### config.mk
export PLATFORM = sky130hd
export DESIGN_NAME = req_ack_rx_fifo
export DESIGN_NICKNAME = d
export VERILOG_FILES = /design/src/rtl/req_ack_pkg.sv /design/src/rtl/sync_fifo.sv /design/src/rtl/req_ack_rx_fifo.sv
export SDC_FILE = /design/constraint.sdc
export NUM_CORES = 1
export LEC_CHECK = 0
export ABC_AREA = 1
export BUFFER_PORTS_ARGS = -buffer_cell sky130_fd_sc_hd__buf_2
export CAP_MARGIN = 25
export CORE_ASPECT_RATIO = 0.75
export CORE_MARGIN = 2
export CORE_UTILIZATION = 52
export DETAILED_ROUTE_END_ITERATION = 10
export PLACE_DENSITY = 0.76
export REMOVE_ABC_BUFFERS = 1
export SYNTH_ARGS = -nofsm -noshare
export SYNTH_HDL_FRONTEND = slang
export SYNTH_SLANG_ARGS = --single-unit
### constraint.sdc
create_clock -name clk -period 1.8 [get_ports clk]
set_input_delay 0.09 -clock clk [delete_from_list [all_inputs] [get_ports clk]]
set_output_delay 0.09 -clock clk [all_outputs]
set_load 0.01 [all_outputs]
### src/rtl/req_ack_pkg.sv
// ============================================================================
// req_ack_pkg : types shared by the req/ack producer and consumer stages
// Revision    : 1.0 - initial release
// ============================================================================
`default_nettype none

package req_ack_pkg;

  typedef enum logic {
    IDLE   = 1'b0,
    ACK_HI = 1'b1
  } rx_state_t;

  // Occupancy counter width for a FIFO of the given depth.
  function automatic int cnt_width(input int depth);
    return $clog2(depth + 1);
  endfunction

endpackage

`default_nettype wire

### src/rtl/sync_fifo.sv
// ============================================================================
// sync_fifo : single-clock FIFO with occupancy count, registered storage
// Revision  : 1.0 - initial release
// ============================================================================
`default_nettype none

module sync_fifo #(
  parameter int DW    = 8,
  parameter int DEPTH = 4
) (
  input  logic                       clk,
  input  logic                       rstn,
  input  logic                       push_i,
  input  logic [DW-1:0]              data_i,
  input  logic                       pop_i,
  output logic [DW-1:0]              data_o,
  output logic                       full_o,
  output logic                       empty_o,
  output logic [$clog2(DEPTH+1)-1:0] count_o
);

  localparam int PW = $clog2(DEPTH);
  localparam int CW = $clog2(DEPTH + 1);

  logic [DW-1:0] mem_q [DEPTH];
  logic [PW-1:0] wr_ptr_q, wr_ptr_d;
  logic [PW-1:0] rd_ptr_q, rd_ptr_d;
  logic [CW-1:0] count_q, count_d;
  logic          do_push;
  logic          do_pop;

  assign full_o  = (count_q == CW'(DEPTH));
  assign empty_o = (count_q == '0);
  assign do_push = push_i && !full_o;
  assign do_pop  = pop_i && !empty_o;

  // Pointers wrap for free because DEPTH is a power of two.
  always_comb begin
    wr_ptr_d = wr_ptr_q;
    rd_ptr_d = rd_ptr_q;
    count_d  = count_q;
    if (do_push) wr_ptr_d = wr_ptr_q + PW'(1);
    if (do_pop)  rd_ptr_d = rd_ptr_q + PW'(1);
    case ({do_push, do_pop})
      2'b10:   count_d = count_q + CW'(1);
      2'b01:   count_d = count_q - CW'(1);
      default: count_d = count_q;
    endcase
  end

  always_ff @(posedge clk or negedge rstn) begin
    if (!rstn) begin
      wr_ptr_q <= '0;
      rd_ptr_q <= '0;
      count_q  <= '0;
    end else begin
      wr_ptr_q <= wr_ptr_d;
      rd_ptr_q <= rd_ptr_d;
      count_q  <= count_d;
    end
  end

  always_ff @(posedge clk or negedge rstn) begin
    if (!rstn) begin
      for (int i = 0; i < DEPTH; i++) mem_q[i] <= '0;
    end else if (do_push) begin
      mem_q[wr_ptr_q] <= data_i;
    end
  end

  assign data_o  = mem_q[rd_ptr_q];
  assign count_o = count_q;

endmodule

`default_nettype wire

### src/rtl/req_ack_rx_fifo.sv
// ============================================================================
// req_ack_rx_fifo : 4-phase req/ack receiver buffering words into a FIFO
// Revision        : 1.0 - initial release
// ============================================================================
`default_nettype none

module req_ack_rx_fifo
  import req_ack_pkg::*;
#(
  parameter int DW    = 8,
  parameter int DEPTH = 4
) (
  input  logic                       clk,
  input  logic                       rstn,
  input  logic                       req_i,
  input  logic [DW-1:0]              data_i,
  output logic                       ack_o,
  output logic                       out_valid,
  output logic [DW-1:0]              out_data,
  input  logic                       out_ready,
  output logic [cnt_width(DEPTH)-1:0] count
);

  rx_state_t state_q, state_d;
  logic      ack_q, ack_d;
  logic      push;
  logic      full;
  logic      empty;

  always_ff @(posedge clk or negedge rstn) begin
    if (!rstn) begin
      state_q <= IDLE;
      ack_q   <= 1'b0;
    end else begin
      state_q <= state_d;
      ack_q   <= ack_d;
    end
  end

  // Full is judged on the current count, so a same-cycle pop never frees room.
  always_comb begin
    state_d = state_q;
    case (state_q)
      IDLE:    if (req_i && !full) state_d = ACK_HI;
      ACK_HI:  if (!req_i)         state_d = IDLE;
      default: state_d = IDLE;
    endcase
  end

  always_comb begin
    push  = (state_q == IDLE) && req_i && !full;
    ack_d = (state_d == ACK_HI);
  end

  assign ack_o     = ack_q;
  assign out_valid = !empty;

  sync_fifo #(
    .DW    (DW),
    .DEPTH (DEPTH)
  ) u_fifo (
    .clk     (clk),
    .rstn    (rstn),
    .push_i  (push),
    .data_i  (data_i),
    .pop_i   (out_ready),
    .data_o  (out_data),
    .full_o  (full),
    .empty_o (empty),
    .count_o (count)
  );

endmodule

`default_nettype wire

**Word-level counts from Yosys, hierarchy flattened**

Cells that the tools add are included.

- Add/sub/neg operators: 4
- Magnitude comparators: 3
- Equality and inequality tests: 3
- Mux-type cells: 10
- Bitwise gates (word level): 3
- Reductions and logical operators: 10

Operators by type and width:

| cell | count |
|---|---|
| 32-bit bitwise mux | 1 |
| 8-bit two-way mux | 3 |
| 8-bit binary-select mux with 2-bit select | 1 |
| 8-bit demux with 2-bit select | 1 |
| 3-bit greater-or-equal comparator, second input constant | 2 |
| 1-bit logical AND | 6 |
| 2-bit NOT with 3-bit output | 2 |
| 3-bit case mux with 2 select lines | 1 |
| 2-bit by 1-bit adder with 2-bit output, second input constant | 2 |
| 3-bit by 1-bit adder with 3-bit output, second input constant | 1 |
| 3-bit equality test, second input constant | 1 |
| 3-bit zero test | 1 |
| 3-bit by 1-bit < comparator with 1-bit output, second input constant | 1 |
| 3-bit by 1-bit subtractor with 3-bit output, second input constant | 1 |
| 2-bit by 1-bit equality test with 1-bit output, second input constant | 1 |
| 2-bit equality test, second input constant | 1 |
| 1-bit zero test | 2 |
| 1-bit two-way mux | 2 |
| 1-bit case mux with 2 select lines | 1 |
| 2-bit nonzero test | 1 |
| 1-bit NOT | 1 |

- Register bits after elaboration: 40
- Input bits: 12
- Output and inout port bits: 13

**Longest topological paths before layout**

- Depth after elaboration: 6
- Gate-level depth with buffers: 12
- Depth with buffers taken out: 12

**Cells and area by module**

A second synthesis with hierarchy kept.

- Cell total of the unflattened synthesis: 258
- Area, all modules: 2080.7 um^2

By module, submodules not included:

| module | times used | cells each | area each (um^2) |
|---|---|---|---|
| sync_fifo | 1 | 251 | 2031.9 |
| req_ack_rx_fifo | 1 | 7 | 48.8 |

**Least setup slack after synthesis**

OpenSTA, ideal clock, no wires.

- Path kind: reg2reg
- Start: register u_fifo.count_q[1] (netlist: u_fifo.count_o[1])
- End: register u_fifo.count_q[2] (netlist: u_fifo.count_o[2])
- Library setup time: 0.117 ns
- Data arrival time: 1.731 ns
- Slack: -0.048 ns
- Stages on the path, launching flop included: 12
- Period minus slack after synthesis: 1.848 ns
- Cells stage by stage: dfrtp_1 > nor2_2 > nand2_2 > buf_8 > nand2_1 > ha_1 > inv_1 > fa_1 > nand2_1 > nand3_1 > nand2_1 > nand2_1

- Cells in the longest elaborated chain, start to end: 6
- Elaborated cells between the ends (all ways): 13
- Classes of those cells: add/sub: 2; eq/ne: 3; mux: 1; reduce/logical: 7

RTL lines:

| element | line | text |
|---|---|---|
| from (decl) | sync_fifo.sv:28 | `logic [CW-1:0] count_q, count_d;` |
| from (signal assigned) | sync_fifo.sv:59 | `count_q <= count_d;` |
| 3-bit equality test | sync_fifo.sv:32 | `assign full_o = (count_q == CW'(DEPTH));` |
| 1-bit zero test | sync_fifo.sv:34, req_ack_rx_fifo.sv:51 |  |
| 1-bit logical AND | req_ack_rx_fifo.sv:51 | `push = (state_q == IDLE) && req_i && !full;` |
| 1-bit logical AND | sync_fifo.sv:34 | `assign do_push = push_i && !full_o;` |
| 2-bit by 1-bit equality test with 1-bit output or 2-bit equality test (tied branches) | sync_fifo.sv:44 | `case ({do_push, do_pop})` |
| 3-bit case mux with 2 select lines or 2-bit nonzero test (tied branches) | - |  |

Parallel ways exist; a longest one is shown, timed or not.
A chain may end at the register's enable or synchronous reset.

**Final worst setup path**

- Start: register u_fifo.count_q[0] (netlist: u_fifo.count_o[0])
- End: register u_fifo.count_q[2] (netlist: u_fifo.count_o[2])

Same word-level chain as after synthesis.

==> metrics.cfg <==
[status]
status=finished clean

[timing]
drv_slew=0
rsz0062_at_grt=yes
max_freq_mhz=591.4
worst_pin_slew_ns=0.4973
finalCriticalPeriod_ns=1.691
fin_crit_sh_pct=93.93
relSlewSlack_pct=66.85
finClkSkew_ns=0.01177
setup_viol=0
finalHoldViolations=0

[power_and_ir_drop]
vdd_drop_max_mv=1.015
leakage_nw=1.252
p_per_area_mw_per_mm2=1840
total_power_mw=4.385

[yosys]
ys_types=22
yosysWarnings=0
syn_area_sq_mm=0.002117
synth_seq_cells=40
yosysSeqAreaShare_pct=47.28
synth_cells=254
synth_area_per_cell_sq_um=8.335

[critical_path]
path_cells=nor2_4 > nand2_2 > nand2_1 > ha_1 > inv_1 > fa_2 > nand2_1 > nand3_1 > nand2_1 > nand2_1
start_kind=flop
crit_top_cell=nand2_1
cp_max_fo=2
max_stage_delay_ns=0.41
cp_data_required_time_ns=1.98
critPathCaptureType=flop
slowest_stage=dfrtp_1
crit_type=reg2reg
arrival_ns=1.87

[run]
cap_violations=0

[global_route]
grt_max_degree=41
antenna_found_initial=0
gr-total-overflow=0
grt_pass1_wl_um=8169
grt_pass1_vias=1747
globalRouteTotalUtil_pct=23.07

[placement]
place_congestion=0.7679
portBuffers=24
dp_hpwl_um=3214

[cells_and_area]
fillers=352
areaGrowthSynthToFinish_pct=12.59
antennaDiodeCount=0
drive_gt1_share_pct=20.21
final_net_count=305
multi_input_area_sq_um=930.9
final_core_util_pct=59.91
regArea_sq_mm=0.001001

[floorplanning]
io-pin-count=25
rows=20
die_w_um=77.68
dieHeight_um=59.26
dieArea_sq_mm=0.004603
initial_core_util_pct=53.21
coreArea_sq_mm=0.003979

[cts]
clk_latency_ns=0.29
numCtsBuffers=5
root_buffer=clkbuf_8
cts_buffer_depth=2
clk_pin_slew_ns=0.07
htree_levels=2
cts_tree=built
cts.sinks=40

[detailed_routing]
num_vias=1897
drc_errors=0
viasPerCell=5.547
final_antenna_net_count=0
post_drt_wl_per_cell_um=14.45
dr.pass1.iters=5
first_iter_violations=222
wirelength_um=4942

[min_path]
hold_class=in2reg

[metal layers]
| metal | track usage (%) | vias up | wire length, um |
|---|---|---|---|
| li1 | - | 908 | - |
| met5 | 0 | - | 0 |
| met3 | 5.183 | 6 | 357 |
| met1 | 32.54 | 906 | 2260 |
| met4 | 10.71 | 0 | 60 |
| met2 | 34.24 | 77 | 2264 |
[worst paths after layout]
kind                                   startpoint           endpoint  slack [ns]  depth (start not counted)
worst max-delay path            u_fifo.count_o[0]  u_fifo.count_o[2]        0.11                         10
worst min-delay path                        req_i              ack_o        0.03                          3
worst max register to register  u_fifo.count_o[0]  u_fifo.count_o[2]        0.11                         10
worst min register to register   u_fifo.mem_q[22]   u_fifo.mem_q[22]        0.47                          2
max in group asynchronous                    rstn    u_fifo.mem_q[7]        1.06                          3
min in group asynchronous                    rstn    u_fifo.mem_q[1]        0.39                          3
[metrics by stage]
| stage | instance area [sq um] | worst slack [ns] | std cells | hold slack (ns) | TNS [ns] |
|---|---|---|---|---|---|
| after floorplan | 1967 | -0.2901 | 238 | -0.2056 | -0.5698 |
| after global placement | 2268 | 0.1046 | 332 | 0.1802 | 0 |
| after detailed placement | 2268 | -0.03813 | 332 | 0.1772 | -0.03813 |
| after CTS | 2364 | 0.0003784 | 341 | 0.02960 | 0 |
| after global routing | 2384 | -0.01443 | 342 | 0.06126 | -0.01443 |
| final | 2384 | 0.1092 | 342 | 0.03405 | 0 |
[cells by family (layout without fill, tap and decap cells)]
family / Yosys count / in the layout / synth area share, %
AOI/OAI and AO/OA: 25 / 25 / 5.910
and+or+nand+nor: 154 / 154 / 33.16
xor gates and xnor gates: 1 / 1 / 0.4138
buffers and inverters: 28 / 61 / 9.338
DFF: 40 / 40 / 47.28
adders and majority gates: 6 / 6 / 3.901
[cell usage after synthesis, drive strengths merged]
library cell / count / area [sq um]
nand2: 86 / 325.3
inv: 12 / 47.55
buf: 16 / 150.1
xnor2: 1 / 8.760
nor2: 26 / 107.6
o21ai: 25 / 125.1
nand4: 33 / 206.5
dfrtp: 40 / 1001
nand3: 9 / 62.56
fa: 1 / 20.02
ha: 5 / 62.56
[cells in the final DEF (no fill, tap or decap), types with 3 or more instances in the layout]
cell type,netlist,final
buf_4,2,17
nand3_1,7,7
nand4_1,33,33
nand2_1,85,83
o21ai_0,9,8
clkbuf_8,0,5
nand2_2,1,3
nor2_1,24,24
ha_1,5,5
o21ai_1,16,17
inv_1,9,9
buf_2,6,24
dfrtp_1,40,40
[report_power, final]
group / internal (mW) / switching (mW) / leakage [nW] / total (mW)
logic: 0.852 / 1.39 / 0.710 / 2.24
clock network: 0.264 / 0.306 / 0.0410 / 0.570
registers: 1.31 / 0.266 / 0.500 / 1.58
total: 2.43 / 1.96 / 1.25 / 4.39
[registers in the layout, indices dropped and copies added (netlist names)]
name,count
u_fifo.mem_q,32
u_fifo.count_o,3
u_fifo.rd_ptr_q,2
u_fifo.wr_ptr_q,2
ack_o,1
[critical path: cells and delay by family, from the launching register on]
kind	cells	cell delay, ns
fa+ha+maj	2	0.52
flops	1	0.41
buf+inv	1	0.08
simple gates	7	0.58
[timing repair]
action                     CTS  global route
gates resized for setup      0             5
setup endpoints to repair    2             2
pin swaps                    1             0
setup buffers                1             1
hold buffers                 1             0
hold endpoints to repair    40             0
[layout make-up]
type,count,area share (%)
well taps,55,2.887
clock buffers,6,3.045
multi-input cells,186,39.06
repair buffers,42,10.81
flip-flops and latches,40,41.99
clock inverters,1,0.2100
inverters,12,1.995
Power figures use the tool's default switching activity.
